--- config.mk ---
export PLATFORM = sky130hd
export DESIGN_NAME = unmatch_drain_sched
export DESIGN_NICKNAME = d
export VERILOG_FILES = /design/src/rtl/unmatch_drain_sched.sv
export SDC_FILE = /design/constraint.sdc
export NUM_CORES = 1
export LEC_CHECK = 0
export ABC_AREA = 1
export BUFFER_PORTS_ARGS = -buffer_cell sky130_fd_sc_hd__buf_4
export CAP_MARGIN = 20
export CORE_ASPECT_RATIO = 1.4
export CORE_MARGIN = 2
export CORE_UTILIZATION = 50
export CTS_BUF_LIST = sky130_fd_sc_hd__clkbuf_4 sky130_fd_sc_hd__clkbuf_8 sky130_fd_sc_hd__clkbuf_16
export DETAILED_ROUTE_END_ITERATION = 8
export PLACE_DENSITY = 0.83
export SYNTH_ARGS = -nofsm -noshare
export SYNTH_HDL_FRONTEND = slang
export SYNTH_SLANG_ARGS = --single-unit
--- constraint.sdc ---
create_clock -name clk -period 2.4 [get_ports clk]
set_input_delay 0.12 -clock clk [delete_from_list [all_inputs] [get_ports clk]]
set_output_delay 0.12 -clock clk [all_outputs]
set_load 0.03 [all_outputs]
--- src/rtl/unmatch_drain_sched.sv ---
// unmatch_drain_sched
// Drains literal (unmatched) bytes from the unmatch FIFO into the LZ4
// sequence emitter. It takes one literal-run command at a time from the match
// engine, reads the FWFT FIFO word by word, and forwards each word over a
// valid/ready link. The final word of a run carries the byte-keep mask.
//
// Parameters
//   LEN_W        width of the literal-run byte length
//   STALL_LIMIT  consecutive FIFO-empty cycles inside a run before err_stall (1..65535)
//
// Ports
//   clk, rst                   clock (rising edge), async active-high reset
//   cmd_valid/cmd_ready        run command handshake
//   cmd_len, cmd_eob           run byte length, end-of-block flag
//   fifo_rd_en                 FIFO read strobe (combinational)
//   fifo_dout, fifo_empty      FWFT FIFO data (byte0 = bits[7:0]) and empty flag
//   out_valid/out_ready        downstream handshake
//   out_data, out_keep         literal word, byte enables (bit i -> bits[8i+7:8i])
//   out_last                   final word of an end-of-block run
//   busy                       run in progress or output word pending
//   err_stall                  sticky FIFO starvation error
//
// Optional feature (macro UNMATCH_DRAIN_STAT_EN)
//   Adds stat_bytes (sum of accepted cmd_len) and stat_runs (count of accepted
//   non-empty runs), both 32-bit wrapping counters.

module unmatch_drain_sched #(
  parameter int unsigned LEN_W       = 16,
  parameter int unsigned STALL_LIMIT = 1024
) (
  input  logic             clk,
  input  logic             rst,
  input  logic             cmd_valid,
  output logic             cmd_ready,
  input  logic [LEN_W-1:0] cmd_len,
  input  logic             cmd_eob,
  output logic             fifo_rd_en,
  input  logic [31:0]      fifo_dout,
  input  logic             fifo_empty,
  output logic             out_valid,
  input  logic             out_ready,
  output logic [31:0]      out_data,
  output logic [3:0]       out_keep,
  output logic             out_last,
  output logic             busy,
  output logic             err_stall
`ifdef UNMATCH_DRAIN_STAT_EN
  ,
  output logic [31:0]      stat_bytes,
  output logic [31:0]      stat_runs
`endif
);

  localparam int unsigned DATA_W  = 32;
  localparam int unsigned KEEP_W  = 4;
  localparam int unsigned STALL_W = 16;
  localparam int unsigned STAT_W  = 32;

  typedef enum logic {
    IDLE  = 1'b0,
    DRAIN = 1'b1
  } state_e;

  state_e              state_q, state_d;
  logic [LEN_W-1:0]    words_left_q, words_left_d;
  logic [KEEP_W-1:0]   last_keep_q, last_keep_d;
  logic                eob_q, eob_d;
  logic                out_valid_q, out_valid_d;
  logic [DATA_W-1:0]   out_data_q, out_data_d;
  logic [KEEP_W-1:0]   out_keep_q, out_keep_d;
  logic                out_last_q, out_last_d;
  logic [STALL_W-1:0]  stall_cnt_q, stall_cnt_d;
  logic                err_stall_q, err_stall_d;

  // Command accept; rst is kept out of flop data paths (flops are held in reset anyway).
  logic                accept;
  logic [LEN_W:0]      len_plus3;
  logic [LEN_W-1:0]    cmd_words;
  logic [KEEP_W-1:0]   cmd_keep;

  assign accept    = (state_q == IDLE) && cmd_valid;
  assign len_plus3 = {1'b0, cmd_len} + (LEN_W+1)'(3);
  assign cmd_words = LEN_W'(len_plus3 >> 2);

  // Keep mask of the final word from the run length modulo 4.
  always_comb begin
    cmd_keep = 4'b1111;
    case (cmd_len[1:0])
      2'b00:   cmd_keep = 4'b1111;
      2'b01:   cmd_keep = 4'b0001;
      2'b10:   cmd_keep = 4'b0011;
      default: cmd_keep = 4'b0111;
    endcase
  end

  // State register.
  always_ff @(posedge clk or posedge rst) begin
    if (rst) begin
      state_q <= IDLE;
    end else begin
      state_q <= state_d;
    end
  end

  // Next-state logic.
  always_comb begin
    state_d = state_q;
    case (state_q)
      IDLE: begin
        if (cmd_valid && (cmd_len != '0)) begin
          state_d = DRAIN;
        end
      end
      DRAIN: begin
        if (fifo_rd_en && (words_left_q == LEN_W'(1))) begin
          state_d = IDLE;
        end
      end
      default: state_d = IDLE;
    endcase
  end

  // FSM outputs: read only when FIFO has data and the output slot is free.
  always_comb begin
    cmd_ready  = 1'b0;
    fifo_rd_en = 1'b0;
    busy       = out_valid_q;
    case (state_q)
      IDLE: begin
        cmd_ready = !rst;
      end
      DRAIN: begin
        fifo_rd_en = !fifo_empty && (!out_valid_q || out_ready);
        busy       = 1'b1;
      end
      default: begin
        cmd_ready = 1'b0;
      end
    endcase
  end

  // Datapath next-state: run context, output slot, stall tracking.
  always_comb begin
    words_left_d = words_left_q;
    last_keep_d  = last_keep_q;
    eob_d        = eob_q;
    out_valid_d  = out_valid_q;
    out_data_d   = out_data_q;
    out_keep_d   = out_keep_q;
    out_last_d   = out_last_q;
    stall_cnt_d  = stall_cnt_q;
    err_stall_d  = err_stall_q;

    if (accept) begin
      words_left_d = cmd_words;
      last_keep_d  = cmd_keep;
      eob_d        = cmd_eob;
    end

    if (fifo_rd_en) begin
      out_valid_d  = 1'b1;
      out_data_d   = fifo_dout;
      words_left_d = words_left_q - LEN_W'(1);
      if (words_left_q == LEN_W'(1)) begin
        out_keep_d = last_keep_q;
        out_last_d = eob_q;
      end else begin
        out_keep_d = 4'b1111;
        out_last_d = 1'b0;
      end
    end else if (out_ready) begin
      out_valid_d = 1'b0;
    end

    // Idle keeps the counter at zero, which covers the clear on DRAIN entry.
    if (state_q == IDLE) begin
      stall_cnt_d = '0;
    end else if (fifo_rd_en) begin
      stall_cnt_d = '0;
    end else if (fifo_empty) begin
      if (stall_cnt_q != STALL_W'(STALL_LIMIT)) begin
        stall_cnt_d = stall_cnt_q + STALL_W'(1);
      end
      if (stall_cnt_d == STALL_W'(STALL_LIMIT)) begin
        err_stall_d = 1'b1;
      end
    end
  end

  // Datapath registers.
  always_ff @(posedge clk or posedge rst) begin
    if (rst) begin
      words_left_q <= '0;
      last_keep_q  <= '0;
      eob_q        <= 1'b0;
      out_valid_q  <= 1'b0;
      out_data_q   <= '0;
      out_keep_q   <= '0;
      out_last_q   <= 1'b0;
      stall_cnt_q  <= '0;
      err_stall_q  <= 1'b0;
    end else begin
      words_left_q <= words_left_d;
      last_keep_q  <= last_keep_d;
      eob_q        <= eob_d;
      out_valid_q  <= out_valid_d;
      out_data_q   <= out_data_d;
      out_keep_q   <= out_keep_d;
      out_last_q   <= out_last_d;
      stall_cnt_q  <= stall_cnt_d;
      err_stall_q  <= err_stall_d;
    end
  end

  assign out_valid = out_valid_q;
  assign out_data  = out_data_q;
  assign out_keep  = out_keep_q;
  assign out_last  = out_last_q;
  assign err_stall = err_stall_q;

`ifdef UNMATCH_DRAIN_STAT_EN
  logic [STAT_W-1:0] stat_bytes_q, stat_bytes_d;
  logic [STAT_W-1:0] stat_runs_q, stat_runs_d;

  // Traffic statistics, both wrap modulo 2^32.
  always_comb begin
    stat_bytes_d = stat_bytes_q;
    stat_runs_d  = stat_runs_q;
    if (accept) begin
      stat_bytes_d = stat_bytes_q + STAT_W'(cmd_len);
      if (cmd_len != '0) begin
        stat_runs_d = stat_runs_q + STAT_W'(1);
      end
    end
  end

  always_ff @(posedge clk or posedge rst) begin
    if (rst) begin
      stat_bytes_q <= '0;
      stat_runs_q  <= '0;
    end else begin
      stat_bytes_q <= stat_bytes_d;
      stat_runs_q  <= stat_runs_d;
    end
  end

  assign stat_bytes = stat_bytes_q;
  assign stat_runs  = stat_runs_q;
`endif

endmodule

==> results.txt <==
The run finished with clean final reports. The clock skew is ~0.0077 ns. Registers take 0.00193 sq mm.

The detail-routed net length per standard cell is 14.7 microns. The total of endpoints with negative setup slack in the final report is 0. The overflow left after global routing came out at 0. The min-delay analysis places its worst path in the category input pin to flop. The clock network fraction of total power came out at 0.365. The mapped cell area is roughly 0.0043 sq mm. The critical path in this run is classified as flop to primary output. The worst register-to-register path begins at out_valid. The count of H-tree levels built during CTS came out at 3. The share of layout cells above drive strength 1 is 0.199.

The core occupancy in the finished layout came out at 0.684. In this run the deepest clock path goes through 2 buffers. The start point of the worst hold path is out_ready. The timing-limited maximum frequency is 0.501 GHz. The clock latency at the later pin of the worst-skew pair came out at around 0.34 ns. The last weighted congestion value of the routability-driven placer came out at a little over 1. The power density relative to cell area is ~690 mW/mm^2. The number of warnings issued by yosys came out at 0. Fill cells in the final layout number about 660. The clock sink count is slightly below 80. The internal power is 2750 uW. The number of I/O port buffers is between 90 and 100. In this run the mean area of a mapped cell was roughly 7.4 sq um. In this run the worst setup path begins at out_valid. The fraction of the yosys area taken by sequential cells came out at 0.449.

The detailed-routing iteration count for the pre-antenna-repair pass is 5. The number of max-slew violations in the final report came out at 0. In this run the horizontal extent of the chip is between 80 and 90 microns. Synthesis inferred 77 register bits. The remaining max-slew budget at the tightest pin is 0.687. For the pin with the worst max-slew slack, the measured transition is approximately 0.47 ns. Wires add up to roughly 12,000 microns. The worst hold margin came out at about 0.13 ns. The final critical-path share of the clock period is 0.831.

The switching share of total power is 0.313. The final layout net count came out at about 770. The required arrival time at the worst endpoint came out at 2.28 ns. The top fanout value on the critical path is 22. The routed layout has between 4,000 and 5,000 vias. The clock-pin slew on the worst setup and hold paths is around 0.060 ns.

The kind of cell with the highest combined delay along the critical path is buffers and inverters. For this design the static power due to leakage is about 0.0029 uW. The via count of the first global-routing pass is ~4,500.

The die outline area came out at ~0.0094 sq mm. The total negative slack for setup checks is 0 ns. The total CTS buffers came out at 9.

The distinct cell type count of the synthesized netlist came out at 39. The number of buffers inserted by post-CTS setup repair came out at 0. Across all setup checks in the final design, the least slack found is approximately 0.40 ns. The largest vdd supply drop came out at 0.503 mV. For this design the total switching power over the nets is around 1300 uW. STA puts the critical path data arrival time at approximately 1.9 ns. Setup repair after global routing left no endpoint under its margin. The remaining antenna violation count is 0. The tree is rooted in a sky130_fd_sc_hd__clkbuf_16. The area growth from synthesis to final layout came out at 34.9%.

The combinational cell fraction of total power came out at 0.243. The library cells used most frequently in the layout, excluding fill and tap cells, are sky130_fd_sc_hd__nand2_1, sky130_fd_sc_hd__buf_4, sky130_fd_sc_hd__dfrtp_1, sky130_fd_sc_hd__nor2_1, sky130_fd_sc_hd__inv_1. The filler-free cell count of the finished design is roughly 800. The cell count after synthesis is slightly below 600. Walking the worst path, the cells encountered are inv_1 -> nor2_2 -> inv_1 -> nand2_4 -> clkinv_2 -> buf_4 -> buf_4.

STA classifies the critical path startpoint as a flop. The multi-input combinational cells in the finished layout cover a total of 0.00208 sq mm. The starting utilization of the core area is 0.507.

The mean number of vias per cell came out at around 5.3. The maximum number of pins on one net before global-route repair came out at between 40 and 50. The worst setup path is captured at a primary output. Leaving out fill and tap cells, the most frequent cell in the layout is sky130_fd_sc_hd__nand2_1. The pre-CTS setup slack came out at around 0.6 ns. After floorplanning, the core was divided into 40 placement rows.

In this run the count of I/O pins placed on the die edge is 96. The number of nets produced by synthesis is 642. The number of violations of the max-capacitance limit came out at 0. The y dimension of the die came out at 114 microns.

In the routed design, unresolved DRC markers number 0. The share of total power dissipated in sequential elements is 0.392. The number of antenna diodes in the final layout is 0. The count of buffering cells on the critical path with inverters included is 5. The reg-to-reg setup timing slack is between 0.5 and 0.6 ns.

The standard cell with the maximum stage delay on the critical path is sky130_fd_sc_hd__dfrtp_1. The total placed cells including tap cells is between 700 and 800. Summed over all nets, the half-perimeter wirelength after detailed placement is a little over 8000 microns.

The first-pass GRT wire length came out at ~20,000 microns. The CTS tree is yes. The worst path in the final design needs a cycle of roughly 2 ns, including I/O delays and setup. The total routing resource utilization after global routing is 0.273. The area of the placeable core is between 0.008 and 0.009 sq mm. The stage delay of the slowest cell on the critical path came out at around 0.35 ns. The first routing iteration left between 200 and 300 violations. The number of hold violations in the final report came out at 0. The number of antenna violations at the first check in global routing came out at 0.
worst paths after layout:
| path | depth (start not counted) | end |
|---|---|---|
| max in group asynchronous | 4 | words_left_q[14] |
| min in group asynchronous | 3 | stall_cnt_q[13] |
| min | 4 | stall_cnt_q[2] |
| min reg2reg | 2 | last_keep_q[0] |
| max reg2reg | 9 | out_data[22] |
| max | 7 | fifo_rd_en |
routing by layer:
| metal | vias up | GRT usage | routed length, microns |
|---|---|---|---|
| met4 | 0 | 0.132 | 463 |
| met3 | 46 | 0.0570 | 656 |
| met2 | 188 | 0.488 | 6470 |
| met1 | 2039 | 0.296 | 4510 |
| li1 | 2129 | - | - |
| met5 | - | 0 | 0 |
layout make-up:
type                            count  share of cell area
Timing Repair Buffer              134               0.191
Sequential cell                    77               0.333
Clock buffer                       10              0.0413
Inverter                           60              0.0391
Multi-Input combinational cell    432               0.359
Tap cell                          105              0.0227
Clock inverter                      6              0.0145
per-stage QoR:
stage          power (uW)  area [sq um]
2_1_floorplan        2140          4290
3_3_place_gp         2470          5120
3_5_place_dp         2490          5120
4_1_cts              4000          5790
5_1_grt              4210          5790
6_report             4000          5790
logic make-up after synthesis:
kind of cell,after synthesis,synth area share
and+or+nand+nor,353,0.359
DFF,77,0.449
buffers and inverters,73,0.0671
AOI/OAI and AO/OA,61,0.0834
xor gates and xnor gates,12,0.0245
adders and majority gates,6,0.0175
power by group through the flow:
stage / Clock [uW] / Combinational, uW / Sequential (uW)
6_report: 1460 / 974 / 1570
5_1_grt: 1550 / 1080 / 1590
4_1_cts: 1480 / 963 / 1560
3_5_place_dp: 0 / 910 / 1580
3_3_place_gp: 0 / 888 / 1580
2_1_floorplan: 0 / 427 / 1710
cells in the mapped netlist:
| cell type | n | share of area |
|---|---|---|
| sky130_fd_sc_hd__inv_1 | 54 | 0.047 |
| sky130_fd_sc_hd__nor2_4 | 5 | 0.013 |
| sky130_fd_sc_hd__buf_2 | 10 | 0.012 |
| sky130_fd_sc_hd__nand2_2 | 3 | 0.0044 |
| sky130_fd_sc_hd__nand3b_1 | 3 | 0.0052 |
| sky130_fd_sc_hd__nand3_2 | 3 | 0.0070 |
| sky130_fd_sc_hd__dfrtp_1 | 77 | 0.45 |
| sky130_fd_sc_hd__nor2_1 | 57 | 0.050 |
| sky130_fd_sc_hd__a21boi_1 | 1 | 0.0017 |
| sky130_fd_sc_hd__a21oi_1 | 8 | 0.0093 |
| sky130_fd_sc_hd__clkbuf_1 | 3 | 0.0026 |
| sky130_fd_sc_hd__a32o_1 | 2 | 0.0047 |
| sky130_fd_sc_hd__nor4_1 | 3 | 0.0044 |
| sky130_fd_sc_hd__nor2_2 | 6 | 0.0087 |
| sky130_fd_sc_hd__nand2_1 | 215 | 0.19 |
| sky130_fd_sc_hd__nor3_2 | 3 | 0.0070 |
| sky130_fd_sc_hd__a311oi_1 | 1 | 0.0020 |
| sky130_fd_sc_hd__nand4_1 | 13 | 0.019 |
| sky130_fd_sc_hd__o21ai_0 | 31 | 0.036 |
| sky130_fd_sc_hd__a31o_2 | 1 | 0.0020 |
| sky130_fd_sc_hd__clkinv_1 | 2 | 0.0017 |
| sky130_fd_sc_hd__nor3_1 | 8 | 0.0093 |
| sky130_fd_sc_hd__clkinv_2 | 1 | 0.0012 |
| sky130_fd_sc_hd__a31oi_1 | 1 | 0.0015 |
| sky130_fd_sc_hd__or2_1 | 1 | 0.0015 |
| sky130_fd_sc_hd__a22o_1 | 1 | 0.0020 |
| sky130_fd_sc_hd__nand3_1 | 30 | 0.035 |
| sky130_fd_sc_hd__o22ai_1 | 6 | 0.0087 |
| sky130_fd_sc_hd__nand2_4 | 1 | 0.0026 |
| sky130_fd_sc_hd__o31ai_1 | 1 | 0.0017 |
| sky130_fd_sc_hd__o21ai_1 | 3 | 0.0035 |
| sky130_fd_sc_hd__xor2_1 | 10 | 0.020 |
| sky130_fd_sc_hd__o221ai_1 | 1 | 0.0020 |
| sky130_fd_sc_hd__inv_2 | 3 | 0.0026 |
| sky130_fd_sc_hd__xnor2_1 | 2 | 0.0041 |
| sky130_fd_sc_hd__o211ai_1 | 1 | 0.0017 |
| sky130_fd_sc_hd__o22a_1 | 3 | 0.0061 |
| sky130_fd_sc_hd__ha_1 | 6 | 0.017 |
| sky130_fd_sc_hd__nor3b_1 | 2 | 0.0035 |
worst register-to-register path: cells and delay by family, from the launching register on:
kind / cells / cell delay, ns
flops: 1 / 0.35
buf+inv: 5 / 0.96
simple gates: 4 / 0.39
state kept, by name (all words and copies together), names as in the netlist:
| register | flops |
|---|---|
| eob_q | 1 |
| err_stall | 1 |
| last_keep_q | 4 |
| out_data | 32 |
| out_keep | 4 |
| out_last | 1 |
| out_valid | 1 |
| stall_cnt_q | 16 |
| state_q | 1 |
| words_left_q | 16 |
timing repair:
action | CTS | global route
hold buffers | 34 | 0
hold endpoints to repair | 45 | 0
gates resized for setup | 0 | 0
Power figures use the tool's default switching activity.
